**src/rtl/fetch_prefetch_queue_pkg.sv**
```systemverilog
// Shared types and constants for the instruction prefetch queue.
// The instruction path is 32 bits wide and needs no backpressure of its own.
package fetch_pkg;

  localparam int          INSTR_BYTES     = 4;
  localparam logic [31:0] WORD_ALIGN_MASK = 32'hFFFF_FFFC;

  typedef struct packed {
    logic [31:0] pc;
    logic [31:0] code;
  } fetch_entry_t;

  function automatic logic [31:0] word_align(input logic [31:0] addr);
    return addr & WORD_ALIGN_MASK;
  endfunction

endpackage

```
**src/rtl/fetch_prefetch_queue_if.sv**
```systemverilog
// Groups the memory request/response, redirect and decode handshakes of the prefetch queue.
// The master modport is the queue; the slave modport is the memory plus decode side.
interface fetch_prefetch_queue_if;

  logic        imem_req_valid;
  logic        imem_req_ready;
  logic [31:0] imem_req_addr;
  logic        imem_rsp_valid;
  logic [31:0] imem_rsp_data;
  logic        redirect_valid;
  logic [31:0] redirect_pc;
  logic        instr_valid;
  logic        instr_ready;
  logic [31:0] instr_code;
  logic [31:0] instr_pc;

  modport master (
    output imem_req_valid, imem_req_addr, instr_valid, instr_code, instr_pc,
    input  imem_req_ready, imem_rsp_valid, imem_rsp_data, redirect_valid, redirect_pc,
    input  instr_ready
  );

  modport slave (
    input  imem_req_valid, imem_req_addr, instr_valid, instr_code, instr_pc,
    output imem_req_ready, imem_rsp_valid, imem_rsp_data, redirect_valid, redirect_pc,
    output instr_ready
  );

endinterface

```
**src/rtl/fetch_prefetch_queue_sync_fifo.sv**
```systemverilog
// Synchronous FIFO with clear: a write is visible at the head one cycle later.
// The caller must never push when full or pop when empty; both are also ignored internally.
module fetch_sync_fifo #(
  parameter  int DEPTH = 4,
  parameter  int WIDTH = 64,
  localparam int AW    = $clog2(DEPTH),
  localparam int CW    = $clog2(DEPTH + 1)
) (
  input  logic             clock,
  input  logic             reset,
  input  logic             clear,
  input  logic             push,
  input  logic [WIDTH-1:0] push_data,
  input  logic             pop,
  output logic [WIDTH-1:0] head_data,
  output logic [CW-1:0]    count
);

  logic [WIDTH-1:0] mem [DEPTH];
  logic [AW-1:0]    wr_ptr;
  logic [AW-1:0]    rd_ptr;
  logic             do_push;
  logic             do_pop;

  assign do_pop  = pop && (count != '0);
  assign do_push = push && ((count != CW'(DEPTH)) || do_pop);
  assign head_data = mem[rd_ptr];

  always_ff @(posedge clock) begin
    if (reset || clear) begin
      wr_ptr <= '0;
      rd_ptr <= '0;
      count  <= '0;
    end else begin
      if (do_push) wr_ptr <= wr_ptr + AW'(1);
      if (do_pop)  rd_ptr <= rd_ptr + AW'(1);
      count <= count + CW'(do_push) - CW'(do_pop);
    end
  end

  // Storage has no reset; stale slots are never observable because the count gates reads.
  always_ff @(posedge clock) begin
    if (do_push && !reset && !clear) mem[wr_ptr] <= push_data;
  end

endmodule

```
**src/rtl/fetch_prefetch_queue.sv**
```systemverilog
// Prefetch stage: credit-limited in-order fetch into a DEPTH-entry queue; redirect flushes and restarts.
// Build option FETCH_QUEUE_BYPASS_EN forwards a response straight to decode when the queue is empty.
module fetch_prefetch_queue
  import fetch_pkg::*;
#(
  parameter int          DEPTH    = 4,
  parameter logic [31:0] RESET_PC = 32'h0000_0000
) (
  input  logic                   clock,
  input  logic                   reset,
  fetch_prefetch_queue_if.master bus
);

  localparam int            CW        = $clog2(DEPTH + 1);
  localparam logic [CW:0]   DEPTH_LIM = (CW + 1)'(DEPTH);
  localparam logic [31:0]   PC_STEP   = 32'(INSTR_BYTES);

  logic [31:0]  fetch_pc;
  logic [31:0]  rsp_pc;
  logic [CW-1:0] count;
  logic [CW-1:0] inflight;
  logic [CW-1:0] drop;

  logic [CW:0]  credits_used;
  logic         req_valid;
  logic         req_fire;
  logic         rsp_keep;
  logic         fifo_empty;
  logic         bypass;
  logic         push;
  logic         pop;
  logic         out_valid;
  fetch_entry_t push_entry;
  fetch_entry_t head_entry;
  fetch_entry_t out_entry;

  // Every accepted request owns a queue slot until its word is popped or dropped.
  assign credits_used = {1'b0, count} + {1'b0, inflight};
  assign req_valid    = !reset && !bus.redirect_valid && (credits_used < DEPTH_LIM);
  assign req_fire     = req_valid && bus.imem_req_ready;
  assign rsp_keep     = bus.imem_rsp_valid && (drop == '0);
  assign fifo_empty   = (count == '0);

`ifdef FETCH_QUEUE_BYPASS_EN
  assign bypass    = rsp_keep && fifo_empty && bus.instr_ready && !bus.redirect_valid && !reset;
  assign out_valid = !fifo_empty || bypass;
  assign out_entry = bypass ? push_entry : head_entry;
`else
  assign bypass    = 1'b0;
  assign out_valid = !fifo_empty;
  assign out_entry = head_entry;
`endif

  assign push_entry = '{pc: rsp_pc, code: bus.imem_rsp_data};
  assign push       = rsp_keep && !bus.redirect_valid && !bypass;
  assign pop        = !fifo_empty && bus.instr_ready && !bus.redirect_valid;

  assign bus.imem_req_valid = req_valid;
  assign bus.imem_req_addr  = fetch_pc;
  assign bus.instr_valid    = out_valid;
  assign bus.instr_code     = out_valid ? out_entry.code : 32'h0;
  assign bus.instr_pc       = out_valid ? out_entry.pc   : 32'h0;

  fetch_sync_fifo #(
    .DEPTH (DEPTH),
    .WIDTH ($bits(fetch_entry_t))
  ) u_fifo (
    .clock     (clock),
    .reset     (reset),
    .clear     (bus.redirect_valid),
    .push      (push),
    .push_data (push_entry),
    .pop       (pop),
    .head_data (head_entry),
    .count     (count)
  );

  always_ff @(posedge clock) begin
    if (reset) begin
      fetch_pc <= RESET_PC;
      rsp_pc   <= RESET_PC;
      inflight <= '0;
      drop     <= '0;
    end else if (bus.redirect_valid) begin
      // Everything still outstanding after this cycle's response belongs to the old stream.
      fetch_pc <= word_align(bus.redirect_pc);
      rsp_pc   <= word_align(bus.redirect_pc);
      inflight <= inflight - CW'(bus.imem_rsp_valid);
      drop     <= inflight - CW'(bus.imem_rsp_valid);
    end else begin
      if (req_fire) fetch_pc <= fetch_pc + PC_STEP;
      if (rsp_keep) rsp_pc   <= rsp_pc + PC_STEP;
      inflight <= inflight + CW'(req_fire) - CW'(bus.imem_rsp_valid);
      if (bus.imem_rsp_valid && (drop != '0)) drop <= drop - CW'(1);
    end
  end

endmodule

```
**src/flat_wrapper.sv**
```systemverilog
// flat-port wrapper written by rule: the top's interface ports become plain ports
module fetch_prefetch_queue_flat import fetch_pkg::*;
#(
  parameter int          DEPTH    = 4,
  parameter logic [31:0] RESET_PC = 32'h0000_0000
)
  (clock, reset, bus_imem_req_valid, bus_imem_req_addr, bus_instr_valid, bus_instr_code, bus_instr_pc, bus_imem_req_ready, bus_imem_rsp_valid, bus_imem_rsp_data, bus_redirect_valid, bus_redirect_pc, bus_instr_ready);
  fetch_prefetch_queue_if bus_i ();
  input  logic clock;
  input  logic reset;
  output wire logic [$bits(bus_i.imem_req_valid)-1:0] bus_imem_req_valid;
  output wire logic [$bits(bus_i.imem_req_addr)-1:0] bus_imem_req_addr;
  output wire logic [$bits(bus_i.instr_valid)-1:0] bus_instr_valid;
  output wire logic [$bits(bus_i.instr_code)-1:0] bus_instr_code;
  output wire logic [$bits(bus_i.instr_pc)-1:0] bus_instr_pc;
  input wire logic [$bits(bus_i.imem_req_ready)-1:0] bus_imem_req_ready;
  input wire logic [$bits(bus_i.imem_rsp_valid)-1:0] bus_imem_rsp_valid;
  input wire logic [$bits(bus_i.imem_rsp_data)-1:0] bus_imem_rsp_data;
  input wire logic [$bits(bus_i.redirect_valid)-1:0] bus_redirect_valid;
  input wire logic [$bits(bus_i.redirect_pc)-1:0] bus_redirect_pc;
  input wire logic [$bits(bus_i.instr_ready)-1:0] bus_instr_ready;
  assign bus_imem_req_valid = bus_i.imem_req_valid;
  assign bus_imem_req_addr = bus_i.imem_req_addr;
  assign bus_instr_valid = bus_i.instr_valid;
  assign bus_instr_code = bus_i.instr_code;
  assign bus_instr_pc = bus_i.instr_pc;
  assign bus_i.imem_req_ready = bus_imem_req_ready;
  assign bus_i.imem_rsp_valid = bus_imem_rsp_valid;
  assign bus_i.imem_rsp_data = bus_imem_rsp_data;
  assign bus_i.redirect_valid = bus_redirect_valid;
  assign bus_i.redirect_pc = bus_redirect_pc;
  assign bus_i.instr_ready = bus_instr_ready;
  fetch_prefetch_queue #(.DEPTH(DEPTH), .RESET_PC(RESET_PC)) u_core (.clock(clock), .reset(reset), .bus(bus_i));
endmodule
```
**config.mk**
```make
export PLATFORM = sky130hd
export DESIGN_NAME = fetch_prefetch_queue_flat
export DESIGN_NICKNAME = d
export VERILOG_FILES = /design/src/rtl/fetch_prefetch_queue_pkg.sv /design/src/rtl/fetch_prefetch_queue_if.sv /design/src/rtl/fetch_prefetch_queue_sync_fifo.sv /design/src/rtl/fetch_prefetch_queue.sv /design/src/flat_wrapper.sv
export SDC_FILE = /design/constraint.sdc
export NUM_CORES = 1
export LEC_CHECK = 0
export BUFFER_PORTS_ARGS = -buffer_cell sky130_fd_sc_hd__buf_4
export CORE_MARGIN = 5
export CORE_UTILIZATION = 35
export DETAILED_ROUTE_END_ITERATION = 16
export PLACE_DENSITY = 0.5
export SLEW_MARGIN = 20
export SYNTH_ARGS = -nofsm -noshare
export SYNTH_HDL_FRONTEND = slang
export SYNTH_SLANG_ARGS = --single-unit
export TNS_END_PERCENT = 1
```
**constraint.sdc**
```tcl
create_clock -name clock -period 3.7 [get_ports clock]
set_input_delay 0 -clock clock [delete_from_list [all_inputs] [get_ports clock]]
set_output_delay 0 -clock clock [all_outputs]
set_load 0.01 [all_outputs]
```
### After elaboration in Yosys (flattened, before gate mapping)

Memory sizes are Yosys's and may differ from the RTL's. A register that Yosys moved wholly into a read port is not among the register bits.
Cells that the tools add are included.
W data, S select, Z words.

* add/sub/neg operators: 11
* reductions and logical operators: 25
* $lt $le $gt $ge: 1
* eq/ne operators: 1
* mux-type cells: 13

Operator list (count)
* $mux W32: 6
* $add A32 B3 Y32 const B: 2
* $logic_and A1 B1 Y1: 12
* $mux W3: 3
* $sub A3 B1 Y3: 3
* $add A3 B1 Y3: 2
* $logic_not A3 Y1: 2
* $reduce_bool A2 Y1: 3
* $reduce_bool A3 Y1: 2
* $add A2 B1 Y2 const B: 2
* $add A3 B3 Y4: 1
* $lt A4 B3 Y1 const B: 1
* $mux W2: 2
* $logic_not A1 Y1: 3
* $ne A3 B3 Y1 const B: 1
* $sub A3 B1 Y3 const B: 1
* $logic_or A1 B1 Y1: 2
* $mux W1: 2
* $reduce_or A2 Y1: 1

* word-level logic and storage cells: 61
* RAM bits: 256
* bits in registers: 77
* memories: 1
* bits of input ports: 70
* output and inout port bits: 98

Memory list
* u_core.u_fifo.mem: words 4, bits a word 64, read ports 1, clocked after memory_dff 1, wr ports 1, line fetch_prefetch_queue_sync_fifo.sv:19 `logic [WIDTH-1:0] mem [DEPTH];`

### Logic depth before layout (Yosys ltp)

* depth in word-level cells: 11
* depth in mapped cells: 12
* gate-level depth less buffers: 12

### Hierarchy

A second synthesis with hierarchy kept.

* cell total of the unflattened synthesis: 921
* area, all modules: 13877.1 um^2

Modules (own cells, without submodules)
* fetch_sync_fifo: area an instance 9699.3 um^2, cells an instance 380, times used 1, seq. area each 7867.5 um^2
* fetch_prefetch_queue: area an instance 4177.8 um^2, cells an instance 541, times used 1, seq. area each 1321.3 um^2

### Least setup slack after synthesis

Ideal clock, no wire load.

* kind: flip-flop to flip-flop
* from: register u_core.drop[0]
* to: memory u_core.u_fifo.mem[0][0] (enable)
* slack: 660 ps
* clock period less this slack: 3040 ps
* cell stages (with the launch flop): 8
* data arrival time: 2613 ps
* buffers on the path: 1
* library setup time: 427 ps
* data required time: 3273 ps
* cell sequence: dfxtp_1 > inv_1 > ha_1 > and3b_1 > clkbuf_1 > nand2_1 > nor2_1 > and2_1

* longest elaborated chain between the ends: 8

RTL lines
* from (decl): line fetch_prefetch_queue.sv:22 `logic [CW-1:0] drop;`
* from (signal assigned): line fetch_prefetch_queue.sv:89 `drop <= inflight - CW'(bus.imem_rsp_valid);`
* from (signal assigned): line fetch_prefetch_queue.sv:94 `if (bus.imem_rsp_valid && (drop != '0)) drop <= drop - CW'(1);`
* $logic_not A3 Y1: line fetch_prefetch_queue.sv:41 `assign rsp_keep = bus.imem_rsp_valid && (drop == '0);`
* $logic_and A1 B1 Y1: line fetch_prefetch_queue.sv:41
* $logic_and A1 B1 Y1: line fetch_prefetch_queue.sv:55 `assign push = rsp_keep && !bus.redirect_valid && !bypass;`
* $logic_and A1 B1 Y1: line fetch_prefetch_queue_sync_fifo.sv:26 `assign do_push = push && ((count != CW'(DEPTH)) || do_pop);`
* $logic_and A1 B1 Y1 (2 in a row): line fetch_prefetch_queue_sync_fifo.sv:43 `if (do_push && !reset && !clear) mem[wr_ptr] <= push_data;`
* $mux W1: line fetch_prefetch_queue_sync_fifo.sv:43
* $mux W1 (not written as such): line fetch_prefetch_queue_sync_fifo.sv:43
* to (decl): line fetch_prefetch_queue_sync_fifo.sv:19

No other way between the ends.

### Worst setup path after layout

* from: register u_core.u_fifo.count[2]
* to: register u_core.fetch_pc[16], in the netlist u_core.bus.imem_req_addr[16]

* longest elaborated chain between the ends: 5

RTL lines
* from (decl): line fetch_prefetch_queue_sync_fifo.sv:16 `output logic [CW-1:0] count`
* from (signal assigned): line fetch_prefetch_queue_sync_fifo.sv:37 `count <= count + CW'(do_push) - CW'(do_pop);`
* $add A3 B3 Y4: line fetch_prefetch_queue.sv:38 `assign credits_used = {1'b0, count} + {1'b0, inflight};`
* $lt A4 B3 Y1: line fetch_prefetch_queue.sv:39 `assign req_valid = !reset && !bus.redirect_valid && (credits_used < DEPTH_LIM);`
* $logic_and A1 B1 Y1: line fetch_prefetch_queue.sv:39
* $logic_and A1 B1 Y1: line fetch_prefetch_queue.sv:40 `assign req_fire = req_valid && bus.imem_req_ready;`
* $reduce_bool A2 Y1 (no source line)
* to (signal assigned): line fetch_prefetch_queue.sv:86 `fetch_pc <= word_align(bus.redirect_pc);`
* to (signal assigned): line fetch_prefetch_queue.sv:91 `if (req_fire) fetch_pc <= fetch_pc + PC_STEP;`
* to (decl): line fetch_prefetch_queue.sv:18 `logic [31:0] fetch_pc;`

No other way between the ends.
A chain may end at the register's enable or synchronous reset.

==> flow_metrics.py <==
metrics = {
    "status": {
        "status": "complete, no violations",
    },
    "synthesis": {
        "yosysWarnings": 0,
        "synth_compound_area_frac": 0.0509,
        "yosysTopAreaCellShare": 0.549,
        "avgSynthCellArea_um2": 15.3,
        "yosysTopAreaCell": "edfxtp_1",
        "synth_commonest_cells": "248 x edfxtp_1, 75 x dfxtp_1, 62 x mux4_2, 62 x nor2b_1, 44 x inv_1",
        "yosysMostFrequentCell": "edfxtp_1",
        "synth.top_cells.by_area": "edfxtp_1 55%, dfxtp_1 11%, mux4_2 10%",
        "ys_ff_latch": 323,
        "syn-instance-count": 888,
        "ys_async_sr_fraction": 0,
        "syn_area_um2": 13600,
        "synth_top_family_by_area": "multiplexers",
        "synth_xor_xnor_area_share": 0.0400,
        "yosys.area_share.simple": 0.100,
        "synth-edff-count": 248,
        "synth_ff_type": "edfxtp_1",
        "yosys.area_share.adder": 0.0177,
        "yosysSeqAreaShare": 0.659,
        "ys_types": 56,
        "synthMuxAreaShare": 0.104,
    },
    "pwr": {
        "switching_power_mw": 1.78,
        "powerDensity_nw_per_um2": 466,
        "peakVddDrop_mv": 0.264,
        "swShare": 0.222,
        "combPwrFrac": 0.071,
        "power.internal_mw": 6.24,
        "power_mw": 8.01,
        "p_clk_frac": 0.417,
        "p_leak_nw": 5.99,
        "seqPwrFrac": 0.512,
    },
    "placed_design": {
        "dpl.hpwl_um": 19800,
        "post-place-ws_ns": 0.877,
        "gp_congestion": 0.772,
        "placed_area_um2": 15400,
        "io_buffers": 161,
        "dp_cells": 1537,
    },
    "clocking": {
        "post-cts-setup-buffers": 0,
        "clock_sinks": 323,
        "cts-root-buf": "clkbuf_16",
        "postCtsHoldBufs": 67,
        "clkLatencyLatePin_ns": 0.51,
        "cts_resized": 0,
        "cts_buffers": 38,
        "clkTransAtPathRegs_ns": 0.06,
        "htree_levels": 2,
        "cts_tree": "yes",
        "cts_buffer_depth": 3,
    },
    "timing": {
        "fin_worst_skew_ns": 0.0161,
        "worst_slack_ns": 0.601,
        "final.setup.tns_ns": 0,
        "hold_viol": 0,
        "rsz0062_at_grt": "false",
        "hold_ws_ns": 0.0477,
        "slew_violations": 0,
        "relSlewSlack": 0.409,
        "finalCritPeriodShare": 0.838,
        "max_freq_ghz": 0.323,
        "worst_slew_pin_slew_ns": 0.885,
        "final.min_clock_period_ns": 3.10,
        "finalSetupViolations": 0,
    },
    "worst_setup_path": {
        "worstPathCellList": "ha_1, nor4b_1, nand3_1, buf_4, inv_1, buf_4, nand3_1, o32a_1, a21oi_1, dlygate4sd3_1",
        "cp_num_cells": 10,
        "rr_worst_depth": 10,
        "cp.required_ns": 4.15,
        "worstSetupStartpoint": "u_core.u_fifo.count[2]$_SDFF_PP0_",
        "crit_arrival_ns": 3.55,
        "endpoint": "u_core.bus.imem_req_addr[16]$_SDFFE_PP0P_",
        "reg2reg_to": "u_core.bus.imem_req_addr[16]$_SDFFE_PP0P_",
        "critical_path.top_delay_family": "buffers and inverters",
        "crit_path_end_kind": "flop",
        "worstSetupPathType": "reg2reg",
        "critPathBufInv": 4,
        "r2r_start": "u_core.u_fifo.count[2]$_SDFF_PP0_",
        "critical_path.max_stage_delay_ns": 0.57,
        "crit_fanout": 12,
        "start_kind": "flop",
        "crit_path_top_delay_cell": "dlygate4sd3_1",
        "reg2reg_slack_ns": 0.60,
    },
    "routing": {
        "via_per_inst": 4.84,
        "wl_per_cell_um": 18.8,
        "routed_wl_um": 31300,
        "vias": 8094,
        "drt_first_pass_iters": 4,
        "dr.first_iter.drc_count": 287,
        "drtAntennaViolNets": 0,
        "drc": 0,
    },
    "final_layout": {
        "antenna_cells": 0,
        "stdcell_area_um2": 17200,
        "finalNetCount": 1214,
        "final_util": 0.447,
        "drive_gt1_frac": 0.265,
        "syn_to_final_growth_pct": 26.7,
        "finalNonFillerCells": 1671,
        "nFillCells": 3451,
    },
    "grt": {
        "grtUsageTotal": 0.146,
        "grt_max_degree": 64,
        "first_global_vias": 8526,
        "grt_overflow": 0,
        "grt_pass1_wl_um": 48600,
        "grt_antenna_before_repair": 0,
    },
    "floorplanning": {
        "core_um2": 38500,
        "row_count": 72,
        "start_util": 0.353,
        "die_h_um": 207,
        "dieArea_um2": 42800,
        "ioPinCount": 168,
        "die_x_um": 207,
    },
    "flow_run": {
        "drv_cap": 0,
    },
    "worst_hold_path": {
        "hp-start": "bus_instr_ready",
        "hold_class": "in2reg",
    },
}
[power groups by stage]
stage	combinational (mW)	sequential (mW)	clock (mW)
CTS	0.578	4.10	3.46
floorplan	0.279	4.15	0
global route	0.630	4.11	3.60
global placement	0.514	4.17	0
finish	0.567	4.10	3.34
detailed placement	0.518	4.17	0
[registers in the layout, summed over array words and instances, names as in the netlist, named ones only]
signal / count
u_core.u_fifo.wr_ptr: 2
u_core.rsp_pc: 30
u_core.drop: 3
u_core.u_fifo.rd_ptr: 2
u_core.u_fifo.count: 3
u_core.bus.imem_req_addr: 30
u_core.u_fifo.mem: 248
u_core.inflight: 3
[area by class of cell]
| type | count | area (um2) | area share |
|---|---|---|---|
| clock inverter | 18 | 90.1 | 0.00524 |
| multi-input combinational | 478 | 4270 | 0.248 |
| inverter | 44 | 165 | 0.00961 |
| timing repair buffer | 241 | 2040 | 0.119 |
| sequential | 323 | 8950 | 0.521 |
| clock buffer | 49 | 1020 | 0.0595 |
| tap | 518 | 648 | 0.0377 |
[cells by family (layout without fill, tap and decap cells)]
logic type	Yosys count	after routing
other cells	1	4
compound gates	103	103
xor+xnor	62	62
simple gates	228	228
buf+inv	90	352
mux	63	63
flops	323	323
fa+ha+maj	18	18
[tightest hold or removal path: cells and delay by family]
kind	cells	cell delay, ns
XOR/XNOR	1	0.15
AND/OR/NAND/NOR	2	0.25
buffers and inverters	1	0.12
[cells in the final DEF (no fill, tap or decap), types with 3 or more instances in the layout]
| master | count |
|---|---|
| a21oi_1 | 32 |
| clkbuf_16 | 39 |
| xor2_1 | 35 |
| buf_12 | 5 |
| ha_1 | 16 |
| buf_4 | 169 |
| xnor2_1 | 27 |
| nand2_1 | 28 |
| nor3_1 | 10 |
| nor4_1 | 4 |
| a21boi_1 | 3 |
| nor2b_1 | 62 |
| nand4_1 | 26 |
| inv_1 | 43 |
| o21a_1 | 3 |
| o22ai_1 | 3 |
| a21boi_0 | 37 |
| and2_4 | 4 |
| nand3_1 | 25 |
| dlygate4sd3_1 | 67 |
| a31oi_1 | 5 |
| o21bai_1 | 4 |
| clkbuf_1 | 9 |
| and3_1 | 8 |
| a211oi_1 | 6 |
| o31a_1 | 3 |
| dfxtp_1 | 73 |
| clkinv_2 | 7 |
| nor4_2 | 3 |
| clkinv_1 | 8 |
| or4_1 | 3 |
| and2_1 | 6 |
| edfxtp_1 | 248 |
| conb_1 | 4 |
| nor2_1 | 25 |
| and4_1 | 5 |
| mux4_2 | 62 |
[per-layer routing]
layer	vias to the layer above	wire length [um]	part of all wire	track usage
met3	54	1750	0.056	0.0286
met5	-	0	0	0
li1	3837	-	-	-
met4	0	698	0.022	0.0390
met1	4010	14000	0.45	0.201
met2	193	14900	0.47	0.238
[worst min path at each step]
stage	depth (start not counted)	slack [ns]	to
after floorplan	0	0.1	u_core.u_fifo.mem[0][0]$_DFFE_PP_
after global placement	1	0.20	u_core.u_fifo.mem[3][0]$_DFFE_PP_
final	4	0.05	flop
after detailed placement	1	0.21	u_core.u_fifo.mem[0][18]$_DFFE_PP_
after global routing	4	0.07	flop
after CTS	4	0.02	flop
Power figures use the tool's default switching activity.
